[src/rtl/speaker_arbiter.sv]
// speaker_arbiter
// Shares the single board speaker pin between several game-event requesters.
// Tone requests arrive over a valid/ready handshake; requester 0 has the
// highest priority and a higher-priority request may preempt a playing tone.
// The accepted tone is a square wave of the requested half-period (in
// pixel_clk cycles) that lasts for the requested number of duration ticks.
//
// Ports:
//   pixel_clk        only clock
//   rst              asynchronous active-high reset
//   req_valid        per-requester request valid
//   req_half_period  packed half-periods, requester i at [i*HP_W +: HP_W]
//   req_duration     packed durations,    requester i at [i*DUR_W +: DUR_W]
//   req_ready        combinational grant, one-hot or zero
//   mute             forces speaker low without disturbing sequencing
//   speaker          registered square-wave output
//   busy             registered, high while a tone is playing
//   active_id        registered index of the most recently accepted tone

module speaker_arbiter #(
  parameter int N_REQ    = 4,
  parameter int HP_W     = 16,
  parameter int DUR_W    = 8,
  parameter int TICK_DIV = 36000
) (
  input  logic                         pixel_clk,
  input  logic                         rst,
  input  logic [N_REQ-1:0]             req_valid,
  input  logic [N_REQ*HP_W-1:0]        req_half_period,
  input  logic [N_REQ*DUR_W-1:0]       req_duration,
  output logic [N_REQ-1:0]             req_ready,
  input  logic                         mute,
  output logic                         speaker,
  output logic                         busy,
  output logic [$clog2(N_REQ)-1:0]     active_id
);

  localparam int ID_W = $clog2(N_REQ);
  // A divide-by-one prescaler still needs a one-bit register to exist.
  localparam int PS_W = (TICK_DIV > 1) ? $clog2(TICK_DIV) : 1;
  localparam logic [PS_W-1:0] PS_LAST = PS_W'(TICK_DIV - 1);

  typedef enum logic {IDLE, PLAY} state_t;

  state_t             state, state_next;
  logic [HP_W-1:0]    hp_q, hp_next;
  logic [HP_W-1:0]    tone_cnt, tone_cnt_next;
  logic [DUR_W-1:0]   remain, remain_next;
  logic [PS_W-1:0]    presc, presc_next;
  logic               phase, phase_next;
  logic [ID_W-1:0]    id_next;

  logic               grant_any;
  logic [ID_W-1:0]    grant_idx;
  logic [HP_W-1:0]    grant_hp;
  logic [DUR_W-1:0]   grant_dur;

  // Fixed-priority grant. In IDLE any requester may win; while playing only
  // requesters strictly above the current tone's priority may preempt it.
  // The loop runs from the lowest priority upward so the last hit, which is
  // the lowest index, is the one that sticks.
  always_comb begin
    grant_any = 1'b0;
    grant_idx = '0;
    grant_hp  = '0;
    grant_dur = '0;
    for (int i = N_REQ - 1; i >= 0; i--) begin
      if (req_valid[i] && ((state == IDLE) || (ID_W'(i) < active_id))) begin
        grant_any = 1'b1;
        grant_idx = ID_W'(i);
        grant_hp  = req_half_period[i*HP_W +: HP_W];
        grant_dur = req_duration[i*DUR_W +: DUR_W];
      end
    end
  end

  assign req_ready = grant_any ? (N_REQ'(1) << grant_idx) : '0;

  // Next-state logic. An accepted request always wins over the running
  // tone, so a preemption that lands on the expiry cycle carries straight
  // on into the new tone without passing through IDLE.
  always_comb begin
    state_next    = state;
    hp_next       = hp_q;
    tone_cnt_next = tone_cnt;
    remain_next   = remain;
    presc_next    = presc;
    phase_next    = phase;
    id_next       = active_id;

    if (grant_any) begin
      hp_next       = grant_hp;
      remain_next   = grant_dur;
      id_next       = grant_idx;
      tone_cnt_next = '0;
      presc_next    = '0;
      phase_next    = 1'b0;
      // A zero-length request is consumed but plays nothing.
      state_next    = (grant_dur != '0) ? PLAY : IDLE;
    end else if (state == PLAY) begin
      // A zero half-period is a silent rest of the requested length.
      if (hp_q == '0) begin
        tone_cnt_next = '0;
        phase_next    = 1'b0;
      end else if (tone_cnt == hp_q - HP_W'(1)) begin
        tone_cnt_next = '0;
        phase_next    = ~phase;
      end else begin
        tone_cnt_next = tone_cnt + HP_W'(1);
      end

      if (presc == PS_LAST) begin
        presc_next  = '0;
        remain_next = remain - DUR_W'(1);
        if (remain == DUR_W'(1)) begin
          state_next    = IDLE;
          tone_cnt_next = '0;
          phase_next    = 1'b0;
        end
      end else begin
        presc_next = presc + PS_W'(1);
      end
    end
  end

  // State and output registers. speaker and busy are computed from the
  // next-state values so both change on the same edge as the state itself,
  // which keeps speaker low from the very first IDLE cycle.
  always_ff @(posedge pixel_clk or posedge rst) begin
    if (rst) begin
      state     <= IDLE;
      hp_q      <= '0;
      tone_cnt  <= '0;
      remain    <= '0;
      presc     <= '0;
      phase     <= 1'b0;
      active_id <= '0;
      speaker   <= 1'b0;
      busy      <= 1'b0;
    end else begin
      state     <= state_next;
      hp_q      <= hp_next;
      tone_cnt  <= tone_cnt_next;
      remain    <= remain_next;
      presc     <= presc_next;
      phase     <= phase_next;
      active_id <= id_next;
      speaker   <= phase_next & ~mute & (state_next == PLAY);
      busy      <= (state_next == PLAY);
    end
  end

endmodule

[config.mk]
export PLATFORM = sky130hd
export DESIGN_NAME = speaker_arbiter
export DESIGN_NICKNAME = d
export VERILOG_FILES = /design/src/rtl/speaker_arbiter.sv
export SDC_FILE = /design/constraint.sdc
export NUM_CORES = 1
export LEC_CHECK = 0
export BUFFER_PORTS_ARGS = -buffer_cell sky130_fd_sc_hd__buf_4
export CAP_MARGIN = 20
export CORE_ASPECT_RATIO = 0.5
export CORE_MARGIN = 1
export CORE_UTILIZATION = 49
export DETAILED_ROUTE_END_ITERATION = 7
export PLACE_DENSITY = 0.73
export SYNTH_ARGS = -nofsm -noshare
export SYNTH_HDL_FRONTEND = slang
export SYNTH_SLANG_ARGS = --single-unit
[constraint.sdc]
create_clock -name pixel_clk -period 3.3 [get_ports pixel_clk]
set_input_delay 0.165 -clock pixel_clk [delete_from_list [all_inputs] [get_ports pixel_clk]]
set_output_delay 0.165 -clock pixel_clk [all_outputs]
set_load 0.01 [all_outputs]
# Word-level counts from Yosys, hierarchy flattened
# Cells that the tools add are included.
# totals
out_inout_bits,8
wordCells,78
in_bits,103
mem_count,0
ram_bits,0
latchBits,0
rom_bits,0
reg_bits,61
# classes
n_lt_le_gt_ge,4
bitwise,5
shift,1
n_div,0
n_eq_ne,3
reduce_logical,13
multipliers,0
addsub,4
mux,40
# ops
op,count
$mux W16,13
$mux W8,7
$add A16 B1 Y16 const B,2
$eq A16 B16 Y1,1
$eq A16 B16 Y1 const B,1
$logic_not A16 Y1,1
$sub A16 B1 Y16 const B,1
$mux W1,15
$eq A8 B1 Y1 const B,1
$mux W2,4
$reduce_bool A8 Y1,1
$sub A8 B1 Y8 const B,1
$logic_and A1 B1 Y1,4
$logic_or A1 B1 Y1,4
$lt A1 B2 Y1 const A,2
$lt A2 B2 Y1 const A,2
$mux W4,1
$reduce_bool A2 Y1,2
$shl A1 B2 Y4 const A,1
$not A1 Y1,3
$and A1 B1 Y1,2
$reduce_and A2 Y1,1

# Logic depth before layout (Yosys ltp)
# depth
ltp_word,11
ltp_mapped,12
depth_no_buf,9

# Worst setup path after synthesis
# OpenSTA, ideal clock, no wires.
# synth_timing
path_kind,register to register
start,reg hp_q[0]
end,reg speaker
required_ns,3.193
slack_ns,0.533
stages_incl_launch_ff,11
t_arrival_ns,2.660
synth_period_minus_slack_ns,2.767
n_path_buf,1
setup_ns,0.107
path_cell_list,dfrtp_1 > inv_1 > ha_1 > clkbuf_1 > nor2b_1 > or3_1 > a31o_2 > nor4_2 > nand4bb_1 > or4_4 > a2111oi_4
# synth_between
elab_chain_cells,10
# synth_lines
element,line_no,rtl
from (decl),46,"logic [HP_W-1:0] hp_q, hp_next;"
from (signal assigned),142,hp_q <= hp_next;
$sub A16 B1 Y16,105,end else if (tone_cnt == hp_q - HP_W'(1)) begin
$eq A16 B16 Y1,105,
$mux W1,105,
$mux W1 *,102,if (hp_q == '0) begin
$mux W1,115,if (remain == DUR_W'(1)) begin
$mux W1 *,112,if (presc == PS_LAST) begin
$mux W1 *,100,end else if (state == PLAY) begin
$mux W1 *,91,if (grant_any) begin
$and A1 B1 Y1 * (2 in a row),148,speaker <= phase_next & ~mute & (state_next == PLAY);
to (signal assigned),148,
to (decl),33,"output logic speaker,"
# Mark *: on every way between the ends. The rest lies on a longest branch, timed or not.
# A chain may end at the register's enable or synchronous reset.

# Worst setup path in the final report
# Same ends and word-level chain as after synthesis.

==> summary.md <==
| Metric | Value |
|---|---|
| Run status | finished, final reports clean |
| Post-Syn Area per Cell | 8.40 um2 |
| Maximum number of pins on one net before global-route repair | 44 |
| Num rows | 23 |
| Total clock buffers created by CTS | 9 |
| Total power divided by cell area | 864 nW/um2 |
| Die Span Y | 67.9 um |
| Worst Setup End Kind | flop |
| Post-synth net total | 615 |
| Endpoint of the worst hold path | remain[1]$_DFFE_PP0P_ |
| Slew margin rel. | 58.7% |
| Drt wl/cell | 17.3 um |
| Root buffer cell | sky130_fd_sc_hd__clkbuf_16 |
| Cell type with the largest total area after synthesis | sky130_fd_sc_hd__dfrtp_1 |
| Post-synth EDFFs | 0 |
| Critical path class | reg2reg |
| Diode count | 0 |
| Worst-Margin Slew | 0.614 ns |
| Launch point of the worst reg-to-reg path | hp_q[0]$_DFFE_PP0N_ |
| Number of endpoints with negative hold slack in the final report | 0 |
| Hold Crit Class | in2reg |
| Layout area overhead | 30.2% |
| Area share of the largest cell type after synthesis | 35.8% |
| Share of flip-flops with an asynchronous set or reset after synthesis | 100% |
| Area of all placed cells without fillers | 5550 um2 |
| CTS Buffer Depth | 2 |
| Routed wire length | 12700 um |
| Post-synthesis sequential element count | 61 |
| Overall power consumption | 4.79 mW |
| Routability Congestion | 0.858 |
| Achievable frequency | 330 MHz |
| Detailed-routing iteration count for the pre-antenna-repair pass | 6 |
| Maximum clock skew at final layout | 0.00391 ns |
| Worst Path Required | 3.52 ns |
| Distinct cell type count of the synthesized netlist | 66 |
| Clock Sink Count | 61 |
| Number of cells traversed by the worst hold path | 3 |
| Cell types with the largest area share after synthesis | sky130_fd_sc_hd__dfrtp_1 36%, sky130_fd_sc_hd__xor2_1 5.1%, sky130_fd_sc_hd__nand2_1 4.8%, sky130_fd_sc_hd__nor2_1 4.8%, sky130_fd_sc_hd__a221oi_1 4.5% |
| Detailed router's first-iteration violation count | 365 |
| Top_reg_cell synth | sky130_fd_sc_hd__dfrtp_1 |
| Area inside the core boundary | 8200 um2 |
| Crit share post-route | 91.8% |
| Reg2Reg Depth | 9 |
| Max-slew violation count | 0 |
| RSZ-0062 raised after global routing | false |
| Startpoint kind of the worst setup timing path | flop |
| Slack of the worst reg-to-reg path | 0.27 ns |
| Setup TNS after final layout | 0 ns |
| Number of global-route vias before repair | 4006 |
| Final worst path period need | 3.03 ns |
| Maximum VDD drop | 0.000416 V |
| Total placed instance area | 5230 um2 |
| Detailed placement HPWL | 9470 um |
| Number of nets with antenna violations after detailed routing | 0 |
| CTS tree | done |
| H-tree levels | 3 |
| Clock latency on the worst-skew pair | 0.33 ns |
| Sequential share of the synthesized area | 35.8% |
| CTS clock-pin slew for the worst setup and hold paths | 0.05 ns |
| Hold path startpoint | req_duration[1] |
| Die footprint | 9090 um2 |
| Initial antenna violation count | 0 |
| Routed via count | 4410 |
| Remaining Overflow, GRT | 0 |
| Global-route wire length before repair | 19700 um |
| Arrival time of the worst setup path | 3.25 ns |
| Via density per instance | 6.01 |
| Final non-filler cell total | 734 |
| Yosys warning count | 0 |
| Static Leak | 2.43 nW |
| CP max FO | 11 |
| Effective utilization at floorplan | 51.9% |
| Post-Synthesis Cell Area | 4260 um2 |
| Placed Cells | 716 |
| Filler Cells Inserted | 713 |
| Number of design rule violations left after detail routing | 0 |
| Layout cells sized above 1 | 25.7% |
| Post-CTS Setup Repair Bufs | 0 |
| Worst r2r dst | speaker$_DFF_PP0_ |
| Setup Viol. Count Final | 0 |
| Number of standard cells after synthesis | 507 |
| Chip Width | 134 um |
| GRT Overall Usage | 27.8% |
| Count of boundary I/O pins | 111 |
| Net count, final | 725 |
| I/O Buffers | 110 |
| Max-cap violation count | 0 |
==> critical path: stages, from the launching register on <==
cell	delay, ns
sky130_fd_sc_hd__dfrtp_1	0.39
sky130_fd_sc_hd__inv_1	0.07
sky130_fd_sc_hd__ha_1	0.32
sky130_fd_sc_hd__nor2b_1	0.18
sky130_fd_sc_hd__or3_1	0.35
sky130_fd_sc_hd__a31o_2	0.24
sky130_fd_sc_hd__nor4_2	0.33
sky130_fd_sc_hd__nand4bb_1	0.21
sky130_fd_sc_hd__or4_4	0.48
sky130_fd_sc_hd__a2111oi_4	0.35
==> power by group <==
part / internal, mW / switching, mW / total, mW
logic: 1.06 / 1.52 / 2.57
clock network: 0.599 / 0.327 / 0.926
registers: 0.988 / 0.305 / 1.29
==> Yosys cell counts, drive strengths merged (4+ instances only) <==
master / n
and3: 7
inv: 17
nand2b: 4
a221oi: 22
a31oi: 13
nand4: 13
clkbuf: 22
nand3: 18
buf: 4
nor2: 54
nor3: 25
nor2b: 5
and4: 7
or3: 12
ha: 5
o21ai: 20
a21oi: 16
o22ai: 5
o31ai: 15
and2: 6
or4: 4
xnor2: 11
dfrtp: 61
or2: 4
xor2: 25
nor4: 6
nand2: 57
==> metrics by stage <==
stage	setup WS (ns)	hold WS (ns)	util, %
2_1_floorplan	0.533	0.222	-
3_3_place_gp	0.392	0.177	63.8
3_5_place_dp	0.301	0.188	63.8
4_1_cts	0.271	0.0746	67.6
5_1_grt	0.109	0.0911	67.6
6_report	0.271	0.0774	67.6
==> logic make-up (layout without fill, tap and decap cells) <==
logic type               after synthesis  after routing  synth area share (%)
flip-flops                            61             61                  35.8
AO/OA/AOI/OAI                        121            121                  20.8
multiplexers                           3              3                 0.705
buffers and inverters                 44            159                  3.94
AND/OR/NAND/NOR                      237            237                  29.9
adder cells (fa/ha/maj)                5              5                  1.47
XOR/XNOR                              36             36                  7.40
==> state kept, by name, summed over array words and instances, names as in the netlist <==
name	cells
speaker	1
presc	16
state	1
phase	1
hp_q	16
active_id	2
remain	8
tone_cnt	16
==> layout make-up <==
type                    instances  area, um2  share of cell area [%]
inverters                      18       67.6                    1.22
multi-input cells             402       2580                    46.4
clock inverters                 5       50.0                   0.902
well taps                     112        140                    2.53
flip-flops and latches         61       1530                    27.5
clock buffers                  11        243                    4.38
repair buffers                125        943                    17.0
==> worst max path at each step <==
stage | from | endpoint | cells after the start
final | hp_q[0]$_DFFE_PP0N_ | speaker$_DFF_PP0_ | 9
after floorplan | hp_q[0]$_DFFE_PP0N_ | speaker$_DFF_PP0_ | 10
after global routing | hp_q[0]$_DFFE_PP0N_ | speaker$_DFF_PP0_ | 9
after CTS | hp_q[0]$_DFFE_PP0N_ | speaker$_DFF_PP0_ | 9
after global placement | hp_q[0]$_DFFE_PP0N_ | speaker$_DFF_PP0_ | 9
after detailed placement | hp_q[0]$_DFFE_PP0N_ | speaker$_DFF_PP0_ | 9
==> what timing repair did <==
action / 4_1_cts / 5_1_grt
endpoints found under the hold margin: 19 / 0
gates resized for setup: 0 / 0
hold buffers: 2 / 0
==> layout by cell type, fill, tap and decap left out, drive strengths merged, types with 3 or more instances in the layout <==
cell      n
a21o      3
a21oi    16
a221oi   22
a311oi    3
a31oi    13
and2      6
and3      7
and4      7
buf     123
clkbuf   11
clkinv    5
dfrtp    61
ha        5
inv      17
mux2i     3
nand2    57
nand2b    4
nand3    18
nand4    13
nor2     54
nor2b     5
nor3     25
nor3b     3
nor4      6
o21ai    20
o22ai     5
o31ai    15
o32ai     3
or2       4
or3      12
or4       4
or4b      3
xnor2    11
xor2     25
==> metal layers <==
metal | share of wire (%) | wire length [um] | GRT usage, %
met1 | 48 | 6060 | 39.0
met2 | 48 | 6090 | 45.8
met3 | 3.8 | 483 | 4.89
met4 | 0.50 | 64 | 5.11
met5 | 0 | 0 | 0
(Power assumes the default switching activity.)
